## src/rtl/counter_pad_ctrl.sv

```systemverilog
// counter_pad_ctrl: owns the shared bidirectional pad bus between the counter
// core and the tester. It synchronises the oeb/web pad strobes, arbitrates
// between readout (chip drives) and preload (tester drives) with a forced
// turnaround gap, and turns a completed write window into one load strobe.
module counter_pad_ctrl #(
    parameter int WIDTH       = 41,
    parameter int SYNC_STAGES = 2,
    parameter int TURN_CYCLES = 1
) (
    input  logic             clk,
    input  logic             rst_n,
    input  logic             oeb_in,
    input  logic             web_in,
    input  logic [WIDTH-1:0] pad_in,
    output logic [WIDTH-1:0] pad_out,
    output logic             pad_oe,
    input  logic [WIDTH-1:0] cnt_q,
    output logic             cnt_load,
    output logic [WIDTH-1:0] cnt_load_val,
    output logic             cnt_en,
    output logic             conflict
);

    localparam logic [2:0] S_IDLE      = 3'd0;
    localparam logic [2:0] S_DRIVE     = 3'd1;
    localparam logic [2:0] S_TURN      = 3'd2;
    localparam logic [2:0] S_LOAD_WAIT = 3'd3;
    localparam logic [2:0] S_LOAD      = 3'd4;

    localparam int TW = (TURN_CYCLES > 1) ? $clog2(TURN_CYCLES) : 1;

    logic [SYNC_STAGES-1:0] r_oeb_sync;
    logic [SYNC_STAGES-1:0] r_web_sync;
    logic [WIDTH-1:0]       r_pad_sync [SYNC_STAGES];

    logic                   w_oeb_s;
    logic                   w_web_s;
    logic [WIDTH-1:0]       w_pad_s;

    logic [2:0]             r_state;
    logic [2:0]             w_state_nxt;
    logic [TW-1:0]          r_turn_cnt;
    logic [TW-1:0]          w_turn_nxt;
    logic                   w_conflict_nxt;

    logic [WIDTH-1:0]       r_pad_out;
    logic                   r_pad_oe;
    logic                   r_cnt_load;
    logic [WIDTH-1:0]       r_cnt_load_val;
    logic                   r_cnt_en;
    logic                   r_conflict;

    // Equal-depth synchronisers so strobes and data stay aligned in time
    always_ff @(posedge clk or negedge rst_n) begin
        if (!rst_n) begin
            r_oeb_sync <= '1;
            r_web_sync <= '1;
            for (int unsigned i = 0; i < SYNC_STAGES; i++) begin
                r_pad_sync[i] <= '0;
            end
        end else begin
            r_oeb_sync    <= {r_oeb_sync[SYNC_STAGES-2:0], oeb_in};
            r_web_sync    <= {r_web_sync[SYNC_STAGES-2:0], web_in};
            r_pad_sync[0] <= pad_in;
            for (int unsigned i = 1; i < SYNC_STAGES; i++) begin
                r_pad_sync[i] <= r_pad_sync[i-1];
            end
        end
    end

    assign w_oeb_s = r_oeb_sync[SYNC_STAGES-1];
    assign w_web_s = r_web_sync[SYNC_STAGES-1];
    assign w_pad_s = r_pad_sync[SYNC_STAGES-1];

    // Next-state logic; a web request seen in DRIVE first spends one DRIVE
    // cycle flagging the conflict, then always goes through TURN so the pad
    // drivers are off before the tester can be granted the bus.
    always_comb begin
        w_state_nxt    = r_state;
        w_turn_nxt     = r_turn_cnt;
        w_conflict_nxt = 1'b0;
        case (r_state)
            S_IDLE: begin
                if (!w_web_s) begin
                    w_state_nxt = S_LOAD_WAIT;
                end else if (!w_oeb_s) begin
                    w_state_nxt = S_DRIVE;
                end
            end
            S_DRIVE: begin
                if (r_conflict) begin
                    w_state_nxt = S_TURN;
                    w_turn_nxt  = TW'(TURN_CYCLES - 1);
                end else if (!w_web_s) begin
                    w_conflict_nxt = 1'b1;
                end else if (w_oeb_s) begin
                    w_state_nxt = S_TURN;
                    w_turn_nxt  = TW'(TURN_CYCLES - 1);
                end
            end
            S_TURN: begin
                if (r_turn_cnt == '0) begin
                    w_state_nxt = S_IDLE;
                end else begin
                    w_turn_nxt = r_turn_cnt - 1'b1;
                end
            end
            S_LOAD_WAIT: begin
                if (w_web_s) begin
                    w_state_nxt = S_LOAD;
                end
            end
            S_LOAD: begin
                w_state_nxt = S_IDLE;
            end
            default: begin
                w_state_nxt = S_IDLE;
            end
        endcase
    end

    // State plus registered outputs, all decoded from the next state so each
    // output is valid in the same cycle as the state it belongs to
    always_ff @(posedge clk or negedge rst_n) begin
        if (!rst_n) begin
            r_state        <= S_IDLE;
            r_turn_cnt     <= '0;
            r_pad_out      <= '0;
            r_pad_oe       <= 1'b0;
            r_cnt_load     <= 1'b0;
            r_cnt_load_val <= '0;
            r_cnt_en       <= 1'b0;
            r_conflict     <= 1'b0;
        end else begin
            r_state    <= w_state_nxt;
            r_turn_cnt <= w_turn_nxt;
            r_pad_oe   <= (w_state_nxt == S_DRIVE);
            r_cnt_en   <= (w_state_nxt == S_IDLE) || (w_state_nxt == S_DRIVE) ||
                          (w_state_nxt == S_TURN);
            r_cnt_load <= (w_state_nxt == S_LOAD);
            r_conflict <= w_conflict_nxt;
            if (w_state_nxt == S_DRIVE) begin
                r_pad_out <= cnt_q;
            end
            if ((w_state_nxt == S_LOAD_WAIT) && !w_web_s) begin
                r_cnt_load_val <= w_pad_s;
            end
        end
    end

    assign pad_out      = r_pad_out;
    assign pad_oe       = r_pad_oe;
    assign cnt_load     = r_cnt_load;
    assign cnt_load_val = r_cnt_load_val;
    assign cnt_en       = r_cnt_en;
    assign conflict     = r_conflict;

endmodule

```

## config.mk

```make
export PLATFORM = sky130hd
export DESIGN_NAME = counter_pad_ctrl
export DESIGN_NICKNAME = d
export VERILOG_FILES = /design/src/rtl/counter_pad_ctrl.sv
export SDC_FILE = /design/constraint.sdc
export NUM_CORES = 1
export LEC_CHECK = 0
export CAP_MARGIN = 15
export CORE_ASPECT_RATIO = 0.8
export CORE_UTILIZATION = 44
export CTS_BUF_LIST = sky130_fd_sc_hd__clkbuf_2 sky130_fd_sc_hd__clkbuf_4 sky130_fd_sc_hd__clkbuf_8
export CTS_CLUSTER_DIAMETER = 100
export DETAILED_ROUTE_END_ITERATION = 16
export PLACE_DENSITY = 0.79
export REMOVE_ABC_BUFFERS = 1
export SYNTH_ARGS = -nofsm -noshare
export SYNTH_HDL_FRONTEND = slang
export SYNTH_SLANG_ARGS = --single-unit
```

## constraint.sdc

```tcl
create_clock -name clk -period 1.6 [get_ports clk]
set_input_delay 0.16 -clock clk [delete_from_list [all_inputs] [get_ports clk]]
set_output_delay 0.16 -clock clk [all_outputs]
set_load 0.05 [all_outputs]
```

### Word level (Yosys, flattened, before mapping)

Index checks and enable logic that the tools add are counted.

| storage, ports and cells | value |
|---|---|
| register bits after elaboration | 176 |
| bits of input ports | 86 |
| output and inout port bits | 86 |
| word-level logic and storage cells | 46 |

| cells by class | value |
|---|---|
| reduce and logical (&&, ||, !) cells | 8 |
| add/subtract/negate cells | 1 |
| multiplexer cells | 16 |
| eq/ne operators | 9 |

Operator list:

| cell | count |
|---|---|
| 2-to-1 mux 3 bit | 7 |
| == test 3 x 2 -> 1 bit (second input constant) | 4 |
| case mux 3 bit (4 select lines) | 1 |
| 2-to-1 mux 1 bit | 7 |
| == test 3 x 1 -> 1 bit (second input constant) | 2 |
| zero test 3 bit | 2 |
| inequality test 3 bit (second input constant) | 2 |
| == test 3 bit (second input constant) | 1 |
| AND reduction 3 bit | 1 |
| logical OR 1 bit | 2 |
| case mux 1 bit (2 select lines) | 1 |
| nonzero test 2 bit | 1 |
| logical AND 1 bit | 1 |
| zero test 1 bit | 1 |
| subtractor 1 bit (second input constant) | 1 |

### Logic depth before layout (Yosys ltp)

Gate-level depths: netlist (run 1).

| logic depth | value |
|---|---|
| word-level depth | 7 |
| depth in mapped cells | 5 |
| mapped depth without buffers | 3 |

### Worst setup path after synthesis (run 1)

No wires, ideal clock.

| timing | value |
|---|---|
| path kind | register to register |
| from | register r_conflict (netlist: conflict) |
| to | register r_pad_out[10] (netlist: pad_out[10]) |
| data required time | 1,475 ps |
| stages on the path, launching flop included | 5 |
| period minus slack after synthesis | 1,701 ps |
| library setup time | 125 ps |
| slack | -101 ps |
| arrival time | 1,576 ps |
| path buffers | 1 |
| path through | dfrtp_1 nor2b_1 o21ai_2 buf_2 mux2_2 |

| on the way | value |
|---|---|
| cells in the longest elaborated chain, start to end | 3 |

Ends and longest elaborated chain:

| element | RTL line | source |
|---|---|---|
| start: declaration | 51 | `logic r_conflict;` |
| start signal: assignment | 141 | `r_conflict <= w_conflict_nxt;` |
| 2-to-1 mux 3 bit | 91 | `if (r_conflict) begin` |
| case mux 3 bit (4 select lines) | 82 | `case (r_state)` |
| == test 3 x 1 -> 1 bit | 142 | `if (w_state_nxt == S_DRIVE) begin` |
| end signal: assignment | 143 | `r_pad_out <= cnt_q;` |
| end: declaration | 46 | `logic [WIDTH-1:0] r_pad_out;` |

Every way passes these cells.
A chain may end at the register's enable or synchronous reset.

### Worst setup path after layout (run 1)

| timing | value |
|---|---|
| from | register r_web_sync[1] |
| to | register r_pad_out[21] (netlist: pad_out[21]) |

| on the way | value |
|---|---|
| cells in the longest elaborated chain, start to end | 4 |
| elaborated cells between the ends (all ways) | 6 |
| classes of those cells | eq/ne (1); mux (5) |

Ends and longest elaborated chain:

| element | RTL line | source |
|---|---|---|
| start: declaration | 33 | `logic [SYNC_STAGES-1:0] r_web_sync;` |
| start signal: assignment | 63 | `r_web_sync <= {r_web_sync[SYNC_STAGES-2:0], web_in};` |
| 2-to-1 mux 3 bit | 94 | `end else if (!w_web_s) begin` |
| 2-to-1 mux 3 bit | 91 |  |
| case mux 3 bit (4 select lines) * | 82 |  |
| == test 3 x 1 -> 1 bit * | 142 |  |

Mark *: on every way between the ends. The rest lies on a longest branch, timed or not.

==> results.ini, run 1 <==
[cts]
clockRootBuffer = clkbuf_8
worstSkewPairLatency_ns = 0.44
htree_levels = 4
clock_path_buffers = 2
cts_tree = yes
cts_buffers = 17
cts.clk_slew.worst_paths_ns = 0.08
clock-sinks = 175

[setup_path]
startpoint = r_web_sync[1]
rr_worst_depth = 5
cp.required_ns = 1.93
path_class = flip-flop to flip-flop
r2r-start = r_web_sync[1]
cp-start-kind = flip-flop
critPathCapture = pad_out[21]
worst-endpoint-arrival_ns = 1.93
end_kind = flip-flop
r2r-end = pad_out[21]
worst-path-max-fanout = 7
rrSetupSlack_ns = -0.004

[timing]
period_minus_slack_ns = 1.60
maxSlewHeadroom_pct = 70.1
fin_setup_tns_ns = -0.00698
hold_ws_ns = 0.126
skew_ns = 0.00751
worst_pin_slew_ns = 0.448
rsz0062_at_grt = true
fin_crit_sh_pct = 100
report.final.slew_viol_count = 0
finalHoldViolations = 0
fmax_ghz = 0.623
finalWorstSetupSlack_ns = -0.00422
setup_viol = 3

[placed_design]
dp_hpwl_mm = 7.30
io_buffers = 171
routabilityCongestion = 0.741

[pwr]
leakage_nw = 3.74
power_density_nw_per_um2 = 2340
ir_worst_vdd_v = 0.00145
power_mw = 18.7

[outcome]
status = finished, violations left
violations = setup timing

[grt]
grt_max_degree = 48
grt-ovfl-total = 0
grt_pass1_wl_mm = 17.0
grt_pass1_vias = 3258
grt.total_usage_pct = 17.2
antenna_found_initial = 0

[floorplanning]
rows = 36
die_width_um = 129
start_util_pct = 46.0
core-area_um2 = 12400
die-area_um2 = 13400
io_pins = 172
fp.dieH_um = 104

[detailed_routing]
drtIter0Drc = 83
via_count = 3019
drtPass1Iterations = 4
routed.top_layer = met4
drc = 0
met3_length_um = 607
drt_wl_total_mm = 10.9
ant_nets = 0
wl_per_cell_um = 16.3
wl_met1_mm = 4.82
met2WireLength_mm = 5.33
viasPerCell = 4.50

[min_path]
min_path_type = input pin to flip-flop

[yosys]
yosysWarnings = 0
seq_area_frac_synth_pct = 76.9
synth-async-reset-ratio_pct = 100
synth_area_per_cell_um2 = 19.9
yosys_register_bits = 175
yosysUniqueCellTypes = 22
ys.flop_type = dfrtp_1
synth-edff-count = 0
synth_cells = 287
synth_area_um2 = 5700

[finish]
area_growth_pct = 40.4
nets = 576
diodes = 0
drive_gt1_share_pct = 45.8
final_cell_mix = dfrtp_1, buf_4, clkdlybuf4s50_1
n_fill_cell = 876
final_common_cell = dfrtp_1

[job]
max_cap_violations = 0

==> worst min-delay path by stage <==
| stage | slack, ns | start | cells after the start | end |
|---|---|---|---|---|
| after floorplan | -0.14 | rst_n | 0 | cnt_en |
| after global placement | 0.12 | rst_n | 1 | cnt_load_val[37] |
| after detailed placement | 0.12 | rst_n | 1 | cnt_load_val[37] |
| after CTS | 0.09 | web_in | 1 | r_web_sync[0] |
| after global routing | 0.10 | oeb_in | 1 | r_oeb_sync[0] |
| final | 0.13 | oeb_in | 1 | r_oeb_sync[0] |
==> flip-flops by register name, summed over array words and instances (netlist names) <==
register,count
cnt_en,1
cnt_load,1
cnt_load_val,41
conflict,1
pad_oe,1
pad_out,41
r_oeb_sync,2
r_pad_sync,41
r_state,3
r_web_sync,2
w_pad_s,41
==> final cells by class <==
class | count | area [um^2] | area share [%]
clock buffers | 23 | 298 | 3.72
clock inverters | 6 | 37.5 | 0.469
inverters | 3 | 11.3 | 0.141
multi-input cells | 99 | 1220 | 15.3
flip-flops and latches | 175 | 4380 | 54.8
well taps | 171 | 214 | 2.67
repair buffers | 194 | 1840 | 22.9
==> layer usage <==
metal  up-vias  track usage [%]
met5         -                0
met4         0             6.64
met3        14             5.89
met2        88             26.3
met1      1541             22.5
li1       1376                -
==> worst max-delay path, cell delays in order (launching register included) <==
cell and delay (ns):
dfstp_2 0.61, nor2b_2 0.22, o21ai_4 0.07, buf_12 0.16
clkbuf_16 0.16, mux2_2 0.27
==> synth_stat cells, types with 2 or more instances <==
cell | instances | share of area [%]
nor2b_1 | 3 | 0.33
buf_2 | 4 | 0.35
dfstp_2 | 4 | 1.8
mux2_4 | 39 | 10
dfrtp_1 | 171 | 75
inv_1 | 3 | 0.20
buf_12 | 4 | 1.4
and4b_1 | 2 | 0.35
mux2_2 | 43 | 8.5
a21oi_1 | 2 | 0.18
==> metrics by stage <==
stage / setup WS, ns / cells / cell area (um^2) / utilization (%)
floorplan: -1.01 / 277 / 5590 / -
global placement: -0.0521 / 632 / 7470 / 60.3
detailed placement: -0.0776 / 632 / 7470 / 60.3
CTS: -0.0426 / 663 / 7840 / 63.3
global route: -0.0683 / 671 / 8010 / 64.6
finish: -0.00422 / 671 / 8010 / 64.6
==> power by group <==
part | switching [mW] | internal, mW
Combinational | 5.74 | 3.97
Clock | 1.39 | 1.21
Sequential | 0.716 | 5.69
Total | 7.85 | 10.9
==> kinds of logic after synthesis <==
logic type,count (synthesis),synth area share [%]
flops,175,76.9
mux,82,18.8
buf+inv,13,2.22
simple gates,9,1.08
compound gates,7,0.878
xor+xnor,1,0.154
==> what timing repair did <==
item,4_1_cts,5_1_grt
buffers inserted,0,5
cloned,1,4
endpoints found under the hold margin,41,0
hold buffers,1,0
pin swaps,1,1
resized for setup,2,8
endpoints found under the setup margin,82,63
(Power assumes the default switching activity.)
==> inputs of run 2 (changes only) <==
- HOLD_SLACK_MARGIN: default -> 0.15
==> run 2 against run 1 <==
  * The flow still finishes with violations (setup timing)
  * Sequential cell count stayed put
  * First-iteration DRC count up 17%
  * Highest routed layer unchanged
  * Combinational power increased by 2.4%
  * Global-route usage rose by 0.62 points
  * Count of clock-buffer cells in the layout unchanged
  * Sequential power is essentially flat
  * Clock power hardly changed
  * Via count rose by 5.8%
  * Critical path depth unchanged
==> results.ini, run 2 (synthesis results as in run 1) <==
[outcome]
status = finished, violations left
violations = setup timing

[setup_path]
end_kind = flip-flop
cp-start-kind = flip-flop
r2r-end = pad_out[21]
rr_worst_depth = 5  ; unchanged
cp.required_ns = 1.93  ; about the same
path_class = flip-flop to flip-flop
worst-endpoint-arrival_ns = 1.96  ; +0.03 ns
slowest_stage = dfstp_2
critical_path.cell_chain = nor2b_2, o21ai_4, buf_12, clkbuf_16, mux2_4
worst-path-max-fanout = 7  ; unchanged
r2r-start = r_web_sync[1]
critPathMaxStageDelay_ns = 0.61  ; about the same
rrSetupSlack_ns = -0.03  ; -0.03 ns

[detailed_routing]
wl_per_cell_um = 16.3  ; -0.17%
viasPerCell = 4.50  ; about the same
drtPass1Iterations = 4  ; unchanged
drtIter0Drc = 97  ; +17%
drc = 0  ; unchanged
drt_wl_total_mm = 11.5  ; +5.5%
ant_nets = 0  ; unchanged
via_count = 3193  ; +5.8%

[finish]
area_growth_pct = 47.6
final_util_pct = 67.9  ; +3.3 points
n_fill_cell = 837  ; -4.5%
final_common_cell = dfrtp_1
diodes = 0  ; unchanged
drive_gt1_share_pct = 42.9  ; -2.9 points
nets = 614  ; +6.6%
final_cell_mix = dfrtp_1, buf_4, clkdlybuf4s50_1

[grt]
grt_pass1_vias = 3433  ; +5.4%
grt_pass1_wl_mm = 17.7  ; +3.6%
grt-ovfl-total = 0  ; unchanged
grt_max_degree = 48  ; unchanged
grt.total_usage_pct = 17.8  ; +0.62 points
antenna_found_initial = 0  ; unchanged

[cts]
cts_tree = yes
clock_path_buffers = 2  ; unchanged
htree_levels = 4  ; unchanged
worstSkewPairLatency_ns = 0.44  ; about the same
clock-sinks = 175  ; unchanged
cts_buffers = 17  ; unchanged
clockRootBuffer = clkbuf_8
cts.clk_slew.worst_paths_ns = 0.08  ; about the same

[job]
max_cap_violations = 0  ; unchanged

[timing]
period_minus_slack_ns = 1.63  ; +0.0284 ns
hold_ws_ns = 0.188  ; +0.0613 ns
worst_pin_slew_ns = 0.445  ; -0.00239 ns
fmax_ghz = 0.612  ; -1.7%
report.final.slew_viol_count = 0  ; unchanged
setup_viol = 19  ; +16
finalHoldViolations = 0  ; unchanged
finalWorstSetupSlack_ns = -0.0327  ; -0.0284 ns
maxSlewHeadroom_pct = 70.3  ; +0.16 points
skew_ns = 0.00703  ; -0.000484 ns
rsz0062_at_grt = true
fin_crit_sh_pct = 102  ; +1.8 points

[placed_design]
place_ws_ns = -0.0776  ; unchanged
dp_hpwl_mm = 7.30  ; unchanged
routabilityCongestion = 0.741  ; unchanged
io_buffers = 171  ; unchanged

[floorplanning]
core-area_um2 = 12400  ; unchanged
die_width_um = 129  ; unchanged
die-area_um2 = 13400  ; unchanged
fp.dieH_um = 104  ; unchanged
io_pins = 172  ; unchanged
rows = 36  ; unchanged
start_util_pct = 46.0  ; unchanged

[pwr]
seqPwrFrac_pct = 33.8  ; -0.4 points
power_mw = 19.0  ; +1.3%
clock_power_share_pct = 13.8  ; about the same
p_int_mw = 11.0  ; +1.5%
switching_power_mw = 7.93  ; +1.0%
power_density_nw_per_um2 = 2260  ; -3.6%
ir_worst_vdd_v = 0.00140  ; -3.6%
combPwrFrac_pct = 52.4  ; +0.6 points
leakage_nw = 3.93  ; +4.9%
switching_share_pct = 41.8  ; -0.11 points

[min_path]
min_path_type = input pin to flip-flop
min_to = r_pad_sync[47]
hold_path_depth = 1  ; unchanged
hold_start = pad_in[6]

==> run 2: cell types whose count changed in the layout (fill, tap and decap cells not counted) <==
cell           change
buf_6              +1
mux2_2             -3
dlygate4sd3_1     +36
mux2_4             +3
clkbuf_16          +1
==> run 2: how the worst max path moves through the flow <==
| stage | from | to | slack (ns) | cells past startpoint |
|---|---|---|---|---|
| after detailed placement | r_state[1] | cnt_load_val[30] | -0.08 | 4 |
| after global routing | r_web_sync[1] | pad_out[21] | -0.1 | 5 |
| after global placement | r_state[1] | cnt_load_val[20] | -0.05 | 4 |
| after CTS | r_state[0] | pad_out[39] | -0.04 | 5 |
| after floorplan | r_state[1] | cnt_load_val[0] | -1.01 | 3 |
| final | r_web_sync[1] | pad_out[21] | -0.03 | 5 |
==> run 2: power by group through the flow <==
stage          registers [mW]  logic (mW)  clock network, mW
2_1_floorplan            10.2        2.52                  0
3_3_place_gp             6.41        9.06                  0
3_5_place_dp             6.48        9.21                  0
4_1_cts                  6.41        9.40               2.73
5_1_grt                  6.56        10.3               2.91
6_report                 6.42        9.94               2.62
==> run 2: cell type report <==
| cell class | instances | area, um^2 | share of cell area (%) |
|---|---|---|---|
| sequential | 175 | 4380 | 52.1 |
| inverter | 3 | 11.3 | 0.134 |
| tap | 171 | 214 | 2.54 |
| clock buffer | 23 | 298 | 3.54 |
| multi-input combinational | 99 | 1240 | 14.7 |
| timing repair buffer | 232 | 2230 | 26.5 |
| clock inverter | 6 | 37.5 | 0.446 |
==> run 2: stage by stage <==
stage	TNS [ns]	area, um^2	cells
6_report	-0.152	8410	709
5_1_grt	-3.55	8410	709
4_1_cts	-0.826	8190	698
3_5_place_dp	-3.74	7470	632
3_3_place_gp	-1.99	7470	632
2_1_floorplan	-74.91	5590	277
==> run 2: worst max-delay path, delay by kind of cell, from the launching register on <==
kind	cells	cell delay [ns]
AND/OR/NAND/NOR	1	0.22
AO/OA/AOI/OAI	1	0.07
flip-flops	1	0.61
buffers and inverters	2	0.32
multiplexers	1	0.30
==> run 2: routing by layer <==
metal | track usage, % | routed length, um
met2 | 27.7 | 5650
met1 | 22.9 | 5060
met5 | 0 | 0
met3 | 6.04 | 618
met4 | 6.97 | 196
==> run 2: what timing repair did <==
| action | CTS | global route |
|---|---|---|
| buffers inserted | 0 | 6 |
| pin swaps | 1 | 1 |
| gates resized for setup | 2 | 11 |
| gates cloned | 1 | 6 |
| endpoints found under the setup margin | 82 | 63 |
| hold buffers | 36 | 1 |
| endpoints found under the hold margin | 210 | 1 |
